`config.mk`:
```
export PLATFORM = sky130hd
export DESIGN_NAME = instruction_fetch_flat
export DESIGN_NICKNAME = d
export VERILOG_FILES = /design/src/rtl/pipeline_pkg.sv /design/src/rtl/instruction_fetch_if.sv /design/src/rtl/pc_reg.sv /design/src/rtl/instruction_fetch.sv /design/src/flat_wrapper.sv
export SDC_FILE = /design/constraint.sdc
export NUM_CORES = 1
export LEC_CHECK = 0
export CAP_MARGIN = 20
export CORE_MARGIN = 4
export CORE_UTILIZATION = 42
export CTS_BUF_LIST = sky130_fd_sc_hd__clkbuf_4 sky130_fd_sc_hd__clkbuf_8
export DETAILED_ROUTE_END_ITERATION = 8
export DONT_BUFFER_PORTS = 1
export PLACE_DENSITY = 0.58
export SLEW_MARGIN = 0
export SYNTH_ARGS = -nofsm -noshare
export SYNTH_HDL_FRONTEND = slang
export SYNTH_HIERARCHICAL = 1
export SYNTH_SLANG_ARGS = --single-unit
```
`constraint.sdc`:
```
create_clock -name clk -period 6.05 [get_ports clk]
set_clock_uncertainty 0.2 [all_clocks]
set_input_delay 1.815 -clock clk [delete_from_list [all_inputs] [get_ports clk]]
set_output_delay 1.815 -clock clk [all_outputs]
set_load 0.01 [all_outputs]
```
`src/rtl/pipeline_pkg.sv`:
```
// Shared pipeline definitions: fetch FSM encoding, NOP word, PC step and
// IF/ID field widths reused by decode.
package pipeline_pkg;

    localparam int INSTR_WIDTH       = 32;
    localparam int IF_ID_VALID_WIDTH = 1;
    localparam int PC_STEP           = 4;

    typedef logic [INSTR_WIDTH-1:0] instr_t;

    localparam instr_t NOP_INSTR = 32'h0000_0000;

    typedef enum logic [1:0] {
        BOOT     = 2'd0,
        RUN      = 2'd1,
        REDIRECT = 2'd2
    } fetch_state_t;

    // A slot that carries no instruction always presents the NOP encoding.
    function automatic instr_t bubble_or(input logic valid, input instr_t instr);
        return valid ? instr : NOP_INSTR;
    endfunction

endpackage

```
`src/rtl/instruction_fetch_if.sv`:
```
// Fetch-stage bus: hazard/branch controls in, BRAM port, and the IF/ID
// register seen by decode.
interface instruction_fetch_if #(
    parameter int PC_WIDTH        = 32,
    parameter int IMEM_ADDR_WIDTH = 8
);
    import pipeline_pkg::*;

    logic                       stall;
    logic                       branch_taken;
    logic [PC_WIDTH-1:0]        branch_target;
    logic                       imem_en;
    logic [IMEM_ADDR_WIDTH-1:0] imem_addr;
    instr_t                     imem_data;
    instr_t                     if_id_instr;
    logic [PC_WIDTH-1:0]        if_id_pc_plus4;
    logic                       if_id_valid;

    modport master (
        input  stall, branch_taken, branch_target, imem_data,
        output imem_en, imem_addr, if_id_instr, if_id_pc_plus4, if_id_valid
    );

    modport slave (
        output stall, branch_taken, branch_target, imem_data,
        input  imem_en, imem_addr, if_id_instr, if_id_pc_plus4, if_id_valid
    );

endinterface

```
`src/rtl/pc_reg.sv`:
```
// Program counter with asynchronous reset, load enable and a sequential /
// branch-target mux; fetch_addr is the address issued to the BRAM this cycle.
module pc_reg
    import pipeline_pkg::*;
#(
    parameter int                  PC_WIDTH = 32,
    parameter logic [PC_WIDTH-1:0] RESET_PC = '0
) (
    input  logic                clk,
    input  logic                reset,
    input  logic                load,
    input  logic                sel_target,
    input  logic [PC_WIDTH-1:0] target,
    output logic [PC_WIDTH-1:0] fetch_addr
);

    localparam logic [PC_WIDTH-1:0] ALIGN_MASK = ~PC_WIDTH'(3);
    localparam logic [PC_WIDTH-1:0] STEP       = PC_WIDTH'(PC_STEP);

    logic [PC_WIDTH-1:0] pc;

    // Target low bits are dropped so pc stays word aligned.
    always_comb fetch_addr = sel_target ? (target & ALIGN_MASK) : pc;

    always_ff @(posedge clk or posedge reset) begin
        if (reset) begin
            pc <= RESET_PC & ALIGN_MASK;
        end else if (load) begin
            pc <= fetch_addr + STEP;
        end
    end

endmodule

```
`src/rtl/instruction_fetch.sv`:
```
// MIPS instruction fetch stage: PC, BRAM request, in-flight tracking and the
// IF/ID register, with load-use stalls and one-bubble branch redirects.
module instruction_fetch
    import pipeline_pkg::*;
#(
    parameter int                  PC_WIDTH        = 32,
    parameter int                  IMEM_ADDR_WIDTH = 8,
    parameter logic [PC_WIDTH-1:0] RESET_PC        = '0
) (
    input logic                 clk,
    input logic                 reset,
    instruction_fetch_if.master bus
);

    localparam logic [PC_WIDTH-1:0] STEP = PC_WIDTH'(PC_STEP);

    fetch_state_t        state;
    logic                advance;
    logic                redirect;
    logic [PC_WIDTH-1:0] fetch_addr;
    logic [PC_WIDTH-1:0] pc_inflight;
    logic                inflight_valid;
    instr_t              if_id_instr;
    logic [PC_WIDTH-1:0] if_id_pc_plus4;
    logic                if_id_valid;

    // Stall outranks branch: a held stage cannot take a redirect.
    assign advance  = !bus.stall;
    assign redirect = bus.branch_taken && !bus.stall;

    pc_reg #(
        .PC_WIDTH (PC_WIDTH),
        .RESET_PC (RESET_PC)
    ) u_pc_reg (
        .clk        (clk),
        .reset      (reset),
        .load       (advance),
        .sel_target (redirect),
        .target     (bus.branch_target),
        .fetch_addr (fetch_addr)
    );

    // BRAM port; holding imem_en low keeps the read data stable across a stall.
    assign bus.imem_en   = !reset && !bus.stall;
    assign bus.imem_addr = fetch_addr[IMEM_ADDR_WIDTH+1:2];

    assign bus.if_id_instr    = if_id_instr;
    assign bus.if_id_pc_plus4 = if_id_pc_plus4;
    assign bus.if_id_valid    = if_id_valid;

    always_ff @(posedge clk or posedge reset) begin
        if (reset) begin
            state          <= BOOT;
            pc_inflight    <= RESET_PC;
            inflight_valid <= 1'b0;
            if_id_instr    <= NOP_INSTR;
            if_id_pc_plus4 <= '0;
            if_id_valid    <= 1'b0;
        end else if (advance) begin
            pc_inflight    <= fetch_addr;
            inflight_valid <= 1'b1;
            case (state)
                BOOT: begin
                    state <= RUN;
                end
                RUN, REDIRECT: begin
                    state          <= redirect ? REDIRECT : RUN;
                    if_id_pc_plus4 <= pc_inflight + STEP;
                    // On a redirect the word arriving now is the sequential successor.
                    if (redirect) begin
                        if_id_instr <= NOP_INSTR;
                        if_id_valid <= 1'b0;
                    end else begin
                        if_id_instr <= bubble_or(inflight_valid, bus.imem_data);
                        if_id_valid <= inflight_valid;
                    end
                end
                default: begin
                    state <= BOOT;
                end
            endcase
        end
    end

endmodule

```
`src/flat_wrapper.sv`:
```
// flat-port wrapper written by rule: the top's interface ports become plain ports
module instruction_fetch_flat import pipeline_pkg::*;
#(
    parameter int                  PC_WIDTH        = 32,
    parameter int                  IMEM_ADDR_WIDTH = 8,
    parameter logic [PC_WIDTH-1:0] RESET_PC        = '0
)
  (clk, reset, bus_stall, bus_branch_taken, bus_branch_target, bus_imem_data, bus_imem_en, bus_imem_addr, bus_if_id_instr, bus_if_id_pc_plus4, bus_if_id_valid);
  instruction_fetch_if #(.PC_WIDTH(PC_WIDTH), .IMEM_ADDR_WIDTH(IMEM_ADDR_WIDTH)) bus_i ();
  input logic clk;
  input logic reset;
  input wire logic [$bits(bus_i.stall)-1:0] bus_stall;
  input wire logic [$bits(bus_i.branch_taken)-1:0] bus_branch_taken;
  input wire logic [$bits(bus_i.branch_target)-1:0] bus_branch_target;
  input wire logic [$bits(bus_i.imem_data)-1:0] bus_imem_data;
  output wire logic [$bits(bus_i.imem_en)-1:0] bus_imem_en;
  output wire logic [$bits(bus_i.imem_addr)-1:0] bus_imem_addr;
  output wire logic [$bits(bus_i.if_id_instr)-1:0] bus_if_id_instr;
  output wire logic [$bits(bus_i.if_id_pc_plus4)-1:0] bus_if_id_pc_plus4;
  output wire logic [$bits(bus_i.if_id_valid)-1:0] bus_if_id_valid;
  assign bus_i.stall = bus_stall;
  assign bus_i.branch_taken = bus_branch_taken;
  assign bus_i.branch_target = bus_branch_target;
  assign bus_i.imem_data = bus_imem_data;
  assign bus_imem_en = bus_i.imem_en;
  assign bus_imem_addr = bus_i.imem_addr;
  assign bus_if_id_instr = bus_i.if_id_instr;
  assign bus_if_id_pc_plus4 = bus_i.if_id_pc_plus4;
  assign bus_if_id_valid = bus_i.if_id_valid;
  instruction_fetch #(.PC_WIDTH(PC_WIDTH), .IMEM_ADDR_WIDTH(IMEM_ADDR_WIDTH), .RESET_PC(RESET_PC)) u_core (.clk(clk), .reset(reset), .bus(bus_i));
endmodule
```
==> results.md <==
| Item | Value |
|---|---|
| Drc violations | 0 |
| PD cells | 456.5 nW/um2 |
| N_diodes | 0 |
| Slowest stage delay, CP | 0.65 ns |
| Required time worst endpoint | 4.03 ns |
| Endpoint arrival time on the critical path | 3.10 ns |
| Highest metal used | met4 |
| Type of the setup path with the least slack | in2out |
| Run status | finished, final reports clean |
| Final-layout worst hold slack | 0.2650 ns |
| Endpoint kind of the worst setup timing path | output port |
| Number of clock buffers inserted by TritonCTS | 17 |
| Length of the first detailed-routing pass in iterations | 5 |
| Number of antenna violations at the first check in global routing | 0 |
| CP startpoint kind | primary input |
| Grt total ovfl | 0 |
| Final clock period utilization by the worst path | 0.8448 |
| Non-filler instance count after layout | 840 |
| 1st-iter DRT viols | 219 |
| Sinks on the clock net | 132 |
| Die area | 17980 um2 |
| Relative area change from synthesis to final layout | 9.181% |
| Met3 WL post-DR | 1.657 mm |
| Max capacitance violation total | 0 |
| Routed length on met1 | 6.849 mm |
| Slew headroom | 0.3463 |
| Y dimension of the die | 134.1 um |
| TNS Setup | 0 ns |
| Sequential area share after synthesis | 0.4947 |
| Final setup violation count | 0 |
| Resized cells post-CTS | 0 |
| DIE WIDTH | 134.1 um |
| Post-detailed-placement cell area | 6857 um2 |
| Minimum period implied by the final worst setup slack | 5.111 ns |
| RSZ-0062 raised after global routing | false |
| Fin. Hold Viols | 0 |
| First-pass GRT wire length | 24.78 mm |
| Detailed-route via count | 4699 |
| Maximum clock rate | 0.1956 GHz |
| # Post-CTS Setup Buffers | 0 |
| H-tree depth | 4 |
| VDD IR max | 0.0001649 V |
| TritonCTS clock tree | yes |
| Synthesized netlist net count | 695 |
| Row cnt | 45 |
| Post-route antenna net violation count | 0 |
| Combined global-route utilization of all metal layers | 0.1733 |
| Maximum fanout encountered on the critical timing path | 36 |
| Buffer cell driving the clock tree root | clkbuf_8 |
| Core utilization of the finished layout | 0.4743 |
| Wire length reported by the detailed router | 15.43 mm |
| Clock transition at the registers of the reported paths | 0.07 ns |
| WL per Instance | 18.37 um |
| Maximum number of pins on one net before global-route repair | 52 |
| Leakage power of the design | 3.006 nW |
| Ys flop type | dfrtp_1 |
| Number of placed instances with taps included | 808 |
| Area used by sequential logic in the layout | 3303 um2 |
| Fin. max-slew vios | 0 |
| Clock buffer depth | 2 |
| Placer congestion estimate | 0.8664 |
| Number of enable flip-flop cells after synthesis | 0 |
| Fill cell count | 1418 |
| CP Cell Sequence | nor2b_4, mux2i_2, inv_1 |
| Synthesis-stage register bit count | 132 |
| Number of nets in the finished design | 688 |
| Number of primary I/O pins | 142 |
| Hold crit path type | reg2reg |
| Placed wire-length estimate after detailed placement | 11.38 mm |
| CP max-delay cell | nor2b_4 |
| Number of cells produced by synthesis | 623 |
| Syn_area_per_cell | 10.72 um2 |
| Synth cell types | 54 |
| Yosys warning count | 6 |
| Slew at the pin closest to its max-slew limit | 0.9761 ns |
| Core box area | 15370 um2 |
| Share of cells above drive strength 1 | 0.1844 |
| Detail Route met2 WL | 6.815 mm |
| Vias in the first global route | 4584 |
| Cts hold-fix bufs | 0 |
| Finished layout cell area | 7291 um2 |
| Clock insertion delay at the later pin of the skew report | 0.43 ns |
| Starting utilization of the core area | 0.4344 |
| Quantity of I/O buffers inserted on ports | 0 |
| Mean number of vias per cell | 5.594 |
| Post-synthesis instance area | 6678 um2 |
| Area occupied by multi-input gates | 3133 um2 |
| Async set or reset register ratio after synthesis | 1.000 |
final timing paths:
check / startpoint / endpoint / slack, ns / cells after the start
setup reg to reg: u_core/u_pc_reg/pc[2] / u_core/u_pc_reg/pc[24] / 3.20 / 8
setup / recovery: bus_branch_taken / bus_imem_addr[7] / 0.94 / 3
max in group asynchronous: reset / u_core/bus.if_id_instr[2] / 3.46 / 2
min in group asynchronous: reset / u_core/pc_inflight[27] / 1.15 / 1
hold / removal: u_core/inflight_valid / u_core/inflight_valid / 0.26 / 1
hold reg to reg: u_core/inflight_valid / u_core/inflight_valid / 0.26 / 1
synth_stat cells, drive strengths merged (7+ instances only):
| library cell | number | area [um2] |
|---|---|---|
| nand4 | 20 | 152.6 |
| nand3 | 26 | 130.1 |
| or4 | 8 | 63.81 |
| o21ai | 43 | 215.2 |
| inv | 26 | 97.59 |
| nor3 | 10 | 50.05 |
| or3 | 10 | 62.56 |
| dfrtp | 132 | 3303 |
| nor4 | 7 | 73.82 |
| mux2i | 18 | 183.9 |
| nand2 | 62 | 232.7 |
| xnor2 | 37 | 324.1 |
| buf | 12 | 78.81 |
| nor2 | 22 | 82.58 |
| a31oi | 16 | 100.1 |
| a22o | 34 | 297.8 |
| clkbuf | 21 | 78.83 |
| mux2 | 63 | 709.4 |
power breakdown:
part,total [mW],internal [mW],switching (mW),leakage (nW)
combinational,0.902,0.418,0.484,1.17
clock,0.788,0.464,0.324,0.215
sequential,1.64,1.23,0.410,1.62
routing by layer:
metal  track usage  vias up
li1              -     2244
met1        0.2292     2268
met2        0.2611      182
met3       0.07914        5
met4       0.04242        0
met5             0        -
kinds of logic (layout without fill, tap and decap cells):
group                      count (synthesis)  after routing  share of synthesized area
muxes                                     81             81                     0.1338
and+or+nand+nor                          190            190                     0.1550
AOI/OAI and AO/OA                        115            115                     0.1165
adders and majority gates                  4              4                   0.007495
xor gates and xnor gates                  41             41                    0.05377
buffers and inverters                     60             66                    0.03878
DFF                                      132            132                     0.4947
stage by stage:
step,total power [mW],setup slack [ns]
6_report,3.328,0.9388
4_1_cts,3.373,0.9278
2_1_floorplan,2.299,0.3848
3_5_place_dp,2.567,0.9270
3_3_place_gp,2.523,0.9439
5_1_grt,3.564,0.8222
cells in the final DEF, fill, tap and decap left out, types with 5 or more instances in the layout:
cell / count
inv_1: 25
buf_4: 7
o21ai_0: 34
nand4_1: 17
or4_1: 7
a22o_1: 34
nor4_1: 5
mux2i_1: 17
a31oi_1: 16
nor3_1: 10
o21ai_1: 9
clkbuf_8: 21
nand2_1: 61
nor2_1: 22
or3_1: 10
xnor2_1: 37
mux2_2: 62
dfrtp_1: 132
nand3_1: 26
final cells by class:
cell class,instances,share of cell area
clock inverter,8,0.01682
clock buffer,24,0.04273
tap,211,0.03621
sequential,132,0.4531
timing repair buffer,7,0.007208
inverter,27,0.01424
multi-input combinational,431,0.4297
worst max-delay path, delay by kind of cell:
kind,cells,cell delay [ns]
and+or+nand+nor,1,0.65
buffers and inverters,1,0.19
muxes,1,0.42
No activity file was read; power rests on OpenSTA's default activity.
